`src/rtl/ipr_write_master.sv`:
```
// IPR write-port initiator: stages producer words in a circular buffer and issues one
// REQ/GNT/RVALID write at a time. Optional grant-timeout flag under IPR_WR_TIMEOUT_EN.
module ipr_write_master #(
    parameter int unsigned DW          = 32,
    parameter int unsigned BUF_DEPTH   = 4,
    parameter int unsigned BULK_NUMBER = 10,
    parameter int unsigned TIMEOUT     = 256
) (
    input  logic          w_clk,
    input  logic          w_rst_n,

    input  logic          s_valid,
    output logic          s_ready,
    input  logic [DW-1:0] s_data,

    output logic          m_req,
    output logic          m_we,
    output logic [DW-1:0] m_wdata,
    input  logic          m_gnt,
    input  logic          m_rvalid,

    input  logic          err_clr,
    output logic          busy,
    output logic          bulk_done,
    output logic [15:0]   words_sent,
    output logic          error_flag
);

    localparam int unsigned AW = $clog2(BUF_DEPTH);
    localparam int unsigned CW = AW + 1;
    localparam int unsigned BW = (BULK_NUMBER > 1) ? $clog2(BULK_NUMBER) : 1;

    typedef enum logic [1:0] {
        StIdle = 2'd0,
        StReq  = 2'd1,
        StWait = 2'd2
    } state_e;

    state_e          r_state;
    state_e          w_state_d;

    logic [DW-1:0]   r_mem [BUF_DEPTH];
    logic [AW-1:0]   r_wptr;
    logic [AW-1:0]   r_rptr;
    logic [CW-1:0]   r_count;
    logic [15:0]     r_words_sent;
    logic [BW-1:0]   r_bulk_cnt;
    logic            r_bulk_done;

    logic            w_push;
    logic            w_pop;
    logic            w_full;
    logic            w_empty;

    // Staging buffer; ready comes only from the registered count so a pop cannot open a
    // slot for a push in the same cycle.
    assign w_full  = (r_count == CW'(BUF_DEPTH));
    assign w_empty = (r_count == '0);
    assign s_ready = ~w_full;
    assign w_push  = s_valid & ~w_full;

    always_ff @(posedge w_clk or negedge w_rst_n) begin
        if (!w_rst_n) begin
            for (int i = 0; i < int'(BUF_DEPTH); i++) begin
                r_mem[i] <= '0;
            end
        end else if (w_push) begin
            r_mem[r_wptr] <= s_data;
        end
    end

    always_ff @(posedge w_clk or negedge w_rst_n) begin
        if (!w_rst_n) begin
            r_wptr  <= '0;
            r_rptr  <= '0;
            r_count <= '0;
        end else begin
            if (w_push) begin
                r_wptr <= r_wptr + AW'(1);
            end
            if (w_pop) begin
                r_rptr <= r_rptr + AW'(1);
            end
            unique case ({w_push, w_pop})
                2'b10:   r_count <= r_count + CW'(1);
                2'b01:   r_count <= r_count - CW'(1);
                default: r_count <= r_count;
            endcase
        end
    end

    // Head stays put until the completion pops it, so data is stable through REQ and WAIT.
    assign m_wdata = r_mem[r_rptr];

    always_ff @(posedge w_clk or negedge w_rst_n) begin
        if (!w_rst_n) begin
            r_state <= StIdle;
        end else begin
            r_state <= w_state_d;
        end
    end

    always_comb begin
        w_state_d = r_state;
        m_req     = 1'b0;
        m_we      = 1'b0;
        w_pop     = 1'b0;
        unique case (r_state)
            StIdle: begin
                if (!w_empty) begin
                    w_state_d = StReq;
                end
            end
            StReq: begin
                m_req = 1'b1;
                m_we  = 1'b1;
                if (m_gnt) begin
                    w_state_d = StWait;
                end
            end
            StWait: begin
                if (m_rvalid) begin
                    w_pop     = 1'b1;
                    w_state_d = (r_count > CW'(1)) ? StReq : StIdle;
                end
            end
            default: begin
                w_state_d = StIdle;
            end
        endcase
    end

    always_ff @(posedge w_clk or negedge w_rst_n) begin
        if (!w_rst_n) begin
            r_words_sent <= '0;
            r_bulk_cnt   <= '0;
            r_bulk_done  <= 1'b0;
        end else begin
            r_bulk_done <= 1'b0;
            if (w_pop) begin
                r_words_sent <= r_words_sent + 16'd1;
                if (r_bulk_cnt == BW'(BULK_NUMBER - 1)) begin
                    r_bulk_cnt  <= '0;
                    r_bulk_done <= 1'b1;
                end else begin
                    r_bulk_cnt <= r_bulk_cnt + BW'(1);
                end
            end
        end
    end

    assign words_sent = r_words_sent;
    assign bulk_done  = r_bulk_done;
    assign busy       = ~w_empty | (r_state != StIdle);

`ifdef IPR_WR_TIMEOUT_EN
    localparam int unsigned SW = (TIMEOUT > 1) ? $clog2(TIMEOUT) : 1;

    logic [SW-1:0] r_stall_cnt;
    logic          r_error;
    logic          w_stall;
    logic          w_err_set;

    assign w_stall   = (r_state == StReq) & ~m_gnt;
    assign w_err_set = w_stall & (r_stall_cnt == SW'(TIMEOUT - 1));

    // Counter saturates at the threshold so a continuing stall keeps re-asserting the flag.
    always_ff @(posedge w_clk or negedge w_rst_n) begin
        if (!w_rst_n) begin
            r_stall_cnt <= '0;
            r_error     <= 1'b0;
        end else begin
            if (!w_stall) begin
                r_stall_cnt <= '0;
            end else if (!w_err_set) begin
                r_stall_cnt <= r_stall_cnt + SW'(1);
            end
            r_error <= w_err_set | (r_error & ~err_clr);
        end
    end

    assign error_flag = r_error;
`else
    logic w_unused_err_clr;
    assign w_unused_err_clr = err_clr;
    assign error_flag       = 1'b0;
`endif

endmodule

```
`config.mk`:
```
export PLATFORM = sky130hd
export DESIGN_NAME = ipr_write_master
export DESIGN_NICKNAME = d
export VERILOG_FILES = /design/src/rtl/ipr_write_master.sv
export SDC_FILE = /design/constraint.sdc
export NUM_CORES = 1
export LEC_CHECK = 0
export CAP_MARGIN = 5
export CORE_MARGIN = 2
export CORE_UTILIZATION = 40
export DETAILED_ROUTE_END_ITERATION = 8
export PLACE_DENSITY = 0.69
export REMOVE_ABC_BUFFERS = 1
export SLEW_MARGIN = 40
export SYNTH_ARGS = -nofsm -noshare
export SYNTH_HDL_FRONTEND = slang
export SYNTH_SLANG_ARGS = --single-unit
```
`constraint.sdc`:
```
create_clock -name w_clk -period 4.65 [get_ports w_clk]
set_clock_uncertainty 0.1 [all_clocks]
set_input_delay 0.93 -clock w_clk [delete_from_list [all_inputs] [get_ports w_clk]]
set_output_delay 0.93 -clock w_clk [all_outputs]
set_load 0.02 [all_outputs]
```
== Word level (Yosys, flattened, before mapping) ==
Cells that the tools add are included.
W data, S select, Z words.

* Register bits after elaboration: 158
* Bits of input ports: 38

* Eq/ne operators: 9
* Add/sub/neg operators: 6
* Muxes and demuxes: 18
* Bitwise logic cells: 6
* $lt $le $gt $ge: 4
* Reductions and logical operators: 6

{| class="wikitable"
|+ Operators with widths
! cell !! count
|-
| $bwmux W128 || 1
|-
| $mux W32 || 3
|-
| $bmux W32 S2 || 1
|-
| $demux W32 S2 || 1
|-
| $add A16 B1 Y16 const B || 1
|-
| $ge A3 B3 Y1 const B || 2
|-
| $mux W1 || 6
|-
| $mux W2 || 3
|-
| $ne A2 B2 Y1 const B || 3
|-
| $not A2 Y3 || 2
|-
| $pmux W2 S3 || 1
|-
| $pmux W3 S2 || 1
|-
| $add A2 B1 Y2 const B || 2
|-
| $add A4 B1 Y4 const B || 1
|-
| $eq A2 B1 Y1 const B || 2
|-
| $eq A2 B2 Y1 const B || 2
|-
| $eq A4 B4 Y1 const B || 1
|-
| $mux W4 || 1
|-
| $reduce_bool A2 Y1 || 2
|-
| $add A3 B1 Y3 const B || 1
|-
| $eq A3 B3 Y1 const B || 1
|-
| $gt A3 B1 Y1 const B || 1
|-
| $logic_not A3 Y1 || 1
|-
| $lt A3 B1 Y1 const B || 1
|-
| 7 further kinds || 8
|}

== Depth between registers and ports, before layout ==
* Depth after elaboration: 6
* Depth in mapped cells: 10
* Gate-level depth less buffers: 9

== Least setup slack after synthesis ==
OpenSTA, ideal clock, no wires.

* Path type: reg-to-output
* Start: register r_rptr[0]
* End: output m_wdata[10]
* Cell stages (with the launch flop): 4
* Arrival time: 1,552 ps
* Data required time: 3,620 ps
* Path slack: 2,068 ps
* Cell sequence: dfrtp_1 -> clkbuf_1 -> buf_2 -> mux4_2

* Word-level cells in the longest chain between the ends: 4

{| class="wikitable"
|+ RTL lines
! element !! RTL line !! text
|-
| start: declaration || 44 || <nowiki>logic [AW-1:0] r_rptr;</nowiki>
|-
| start signal: assignment || 82 || <nowiki>r_rptr <= r_rptr + AW'(1);</nowiki>
|-
| $not A2 Y3 (implied by the code) || 93 || <nowiki>assign m_wdata = r_mem[r_rptr];</nowiki>
|-
| $bmux W32 S2 || 93 ||
|-
| $mux W32 (implied by the code) (2 in series) || 93 ||
|-
| end: declaration || 18 || <nowiki>output logic [DW-1:0] m_wdata,</nowiki>
|}

No other way between the ends. The select of a mux whose other input is x is not followed.

== Worst setup path in the final report ==
* Start: register r_rptr[0]
* End: output m_wdata[16]

The elaborated chain is that of the path after synthesis.

==> results by group <==
Routing
  – TritonRoute pass-1 iters: 4
  – Met2 routed WL: 6610 um
  – Drt total wl: 13,700 um
  – DR top layer: met4
  – Vias: 3,961
  – Routed Antenna Nets: 0
  – DRC: 0
  – DR WL/cell: 17.6 um
  – Length of routed met3 wiring: 822 um
  – Via density per instance: 5.11
  – Initial DRC Count: 176
  – DRT met1 WL: 6070 um

Logic synthesis
  – Post-synth EDFFs: 0
  – Synthesized area: 6960 sq um
  – Post-synthesis async set-or-reset flop share: 100%
  – Syn Area/Cell: 15.5 sq um
  – Top FF cell, synth: dfrtp_1
  – Yosys warnings: 0
  – Part of the Yosys area used for sequential elements: 56.8%
  – Synth Instances: 448
  – Seq cells post-synth: 158
  – Synth unique cells: 30

Critical path
  – R2r setup slk: 2.24 ns
  – Crit Path Max Fanout: 18
  – Crit. End Element: output port
  – Startpoint type of the worst setup path: register
  – Critical Path Slowest Stage Cell: dfrtp_2
  – Cell chain of the critical path: buf_12 > mux4_2 > clkdlybuf4s50_1
  – Req. time, crit path: 3.62 ns
  – Setup CP Type: register to output port
  – Crit Reg-Reg Startpoint: r_count[0]
  – Worst R2R Path Depth: 6
  – R2r endpoint: r_mem[42]
  – CP Data Arrival Time: 2.59 ns
  – CP max stage delay: 0.78 ns

Power and ir drop
  – Int Pwr: 4.46 mW
  – Static Leak: 3.67 nW
  – Pwr dens: 760 nW/um^2
  – Design Power: 6.61 mW
  – VDD IR max: 0.377 mV
  – Comb pwr share: 42.1%
  – Flop pwr share: 37.7%
  – Sw frac: 32.6%
  – Clock network fraction of total power: 20.2%
  – Switching Power: 2.15 mW

Clock tree
  – Max Buffers Root-to-Sink: 2
  – CTS tree: built
  – CTS clk-pin slew, worst paths: 0.06 ns
  – Clock H-tree levels: 4
  – Hold Buf Count CTS: 0
  – Clock sink count: 158
  – Post_cts resized: 0
  – Setup bufs post-CTS: 0
  – CTS Buf Count: 17
  – Root Driver: clkbuf_16
  – Worst-Skew Late Latency: 0.42 ns

Place
  – Final HPWL DP: 8590 um
  – Placed insts: 742
  – Placer Congestion: 0.747
  – Port bufs: 89

Status
  – Status: completed

Die
  – Die Area: 18,500 sq um
  – Die width: 136 um
  – Die height: 136 um
  – Placeable Area: 17,200 sq um
  – Cell Rows: 48
  – Initial Util: 40.5%
  – I/O Pins: 92

Cells and area
  – Net count, final: 585
  – Area Growth Syn to Fin: 25.0%
  – Layout cells sized above 1: 38.0%
  – Final non-filler cell total: 775
  – Commonest non-fill, non-tap cell in the layout: dfrtp_1
  – Final Util: 50.6%
  – Commonest non-fill, non-tap cells in the layout: 156 x dfrtp_1, 129 x mux2_2, 88 x clkdlybuf4s50_1, 32 x mux4_2, 17 x clkbuf_16
  – Diode count: 0

STA
  – Final setup TNS: 0 ns
  – Final Hold Vio Count: 0
  – Rel. slew slack: 50.0%
  – Crit share post-route: 77.9%
  – Unrepaired setup endpoints after global routing: no
  – Worst slew pin tran: 0.747 ns
  – Slew Viols, Final: 0
  – Final setup vio count: 0
  – F_max: 276 MHz
  – Min Tclk post-route: 3.62 ns

Job
  – Max Cap Viol: 0

Global route
  – Largest net degree at the start of global routing: 109
  – Antenna violations before repair: 0
  – Vias in the first global route: 4,277
  – GRT Overall Usage: 15.8%
  – Remaining global-route overflow: 0
  – Global-route wire length before repair: 22,100 um

Worst hold path
  – Hold Crit Class: primary input to async pin
==> final cells by class <==
| class | count | area [sq um] |
|---|---|---|
| Sequential cell | 158 | 3960 |
| Multi-Input combinational cell | 259 | 2890 |
| Tap cell | 225 | 282 |
| Timing Repair Buffer | 93 | 958 |
| Clock inverter | 12 | 110 |
| Fill cell | 1482 | 8480 |
| Inverter | 8 | 30.0 |
| Clock buffer | 20 | 467 |
==> logic make-up (layout without fill, tap and decap cells) <==
kind of cell               count (synthesis)  count (layout)  synth area share (%)
muxes                                    162             162                  31.4
DFF                                      158             158                  56.8
and+or+nand+nor                           55              55                  4.44
buffers and inverters                     31             133                  2.07
xor gates and xnor gates                  23              23                  2.89
adders and majority gates                 10              10                  1.80
AOI/OAI and AO/OA                          8               8                 0.575
other                                      1               1                0.0539
==> how the worst max path moves through the flow <==
stage / startpoint / to / cells past startpoint
final: r_rptr[0] / m_wdata[16] / 3
after floorplan: r_rptr[0] / m_wdata[0] / 1
after detailed placement: r_rptr[0] / m_wdata[16] / 3
after global placement: r_rptr[0] / m_wdata[16] / 3
after global routing: r_rptr[0] / m_wdata[17] / 3
after CTS: r_rptr[0] / m_wdata[16] / 3
==> critical path: cells and delay by family, from the launching register on <==
family,cells,cell delay [ns]
multiplexers,1,0.54
buffers and inverters,2,0.84
flip-flops,1,0.78
==> cells in the mapped netlist, drive strengths merged (4+ instances only) <==
library cell  count  area, sq um
buf              18         95.1
clkbuf            5         18.8
dfrtp           158         3950
ha               10          125
inv               8         30.0
mux2            129         1450
mux4             32          721
nand2            17         63.8
nand2b            4         25.0
nand3             9         45.0
nor2              7         26.3
nor3              4         30.0
o21ai             8         40.0
xnor2            13          114
xor2             10         87.6
==> routing by layer <==
metal | up-vias | global-route usage (%)
met1 | 2061 | 20.2
li1 | 1801 | -
met3 | 15 | 5.56
met4 | 0 | 4.34
met5 | - | 0
met2 | 84 | 25.8
==> power by group through the flow <==
stage / sequential (mW) / combinational [mW] / clock (mW)
floorplan: 2.39 / 1.84 / 0
global placement: 2.45 / 2.75 / 0
detailed placement: 2.52 / 2.83 / 0
CTS: 2.50 / 2.84 / 1.37
global route: 2.58 / 2.98 / 1.44
finish: 2.49 / 2.78 / 1.33
==> flip-flops by register name (all words and copies together) (netlist names) <==
register / flops
r_wptr: 2
r_mem: 128
r_state: 2
r_rptr: 2
bulk_done: 1
words_sent: 16
r_count: 3
r_bulk_cnt: 4
==> metrics by stage <==
step	hold WS, ns	setup slack, ns	area, sq um
2_1_floorplan	0.363	1.48	6850
3_3_place_gp	0.362	1.39	8070
3_5_place_dp	0.367	1.40	8090
4_1_cts	0.383	0.945	8670
5_1_grt	0.358	0.861	8700
6_report	0.328	1.03	8700
No activity file was read; power rests on OpenSTA's default activity.
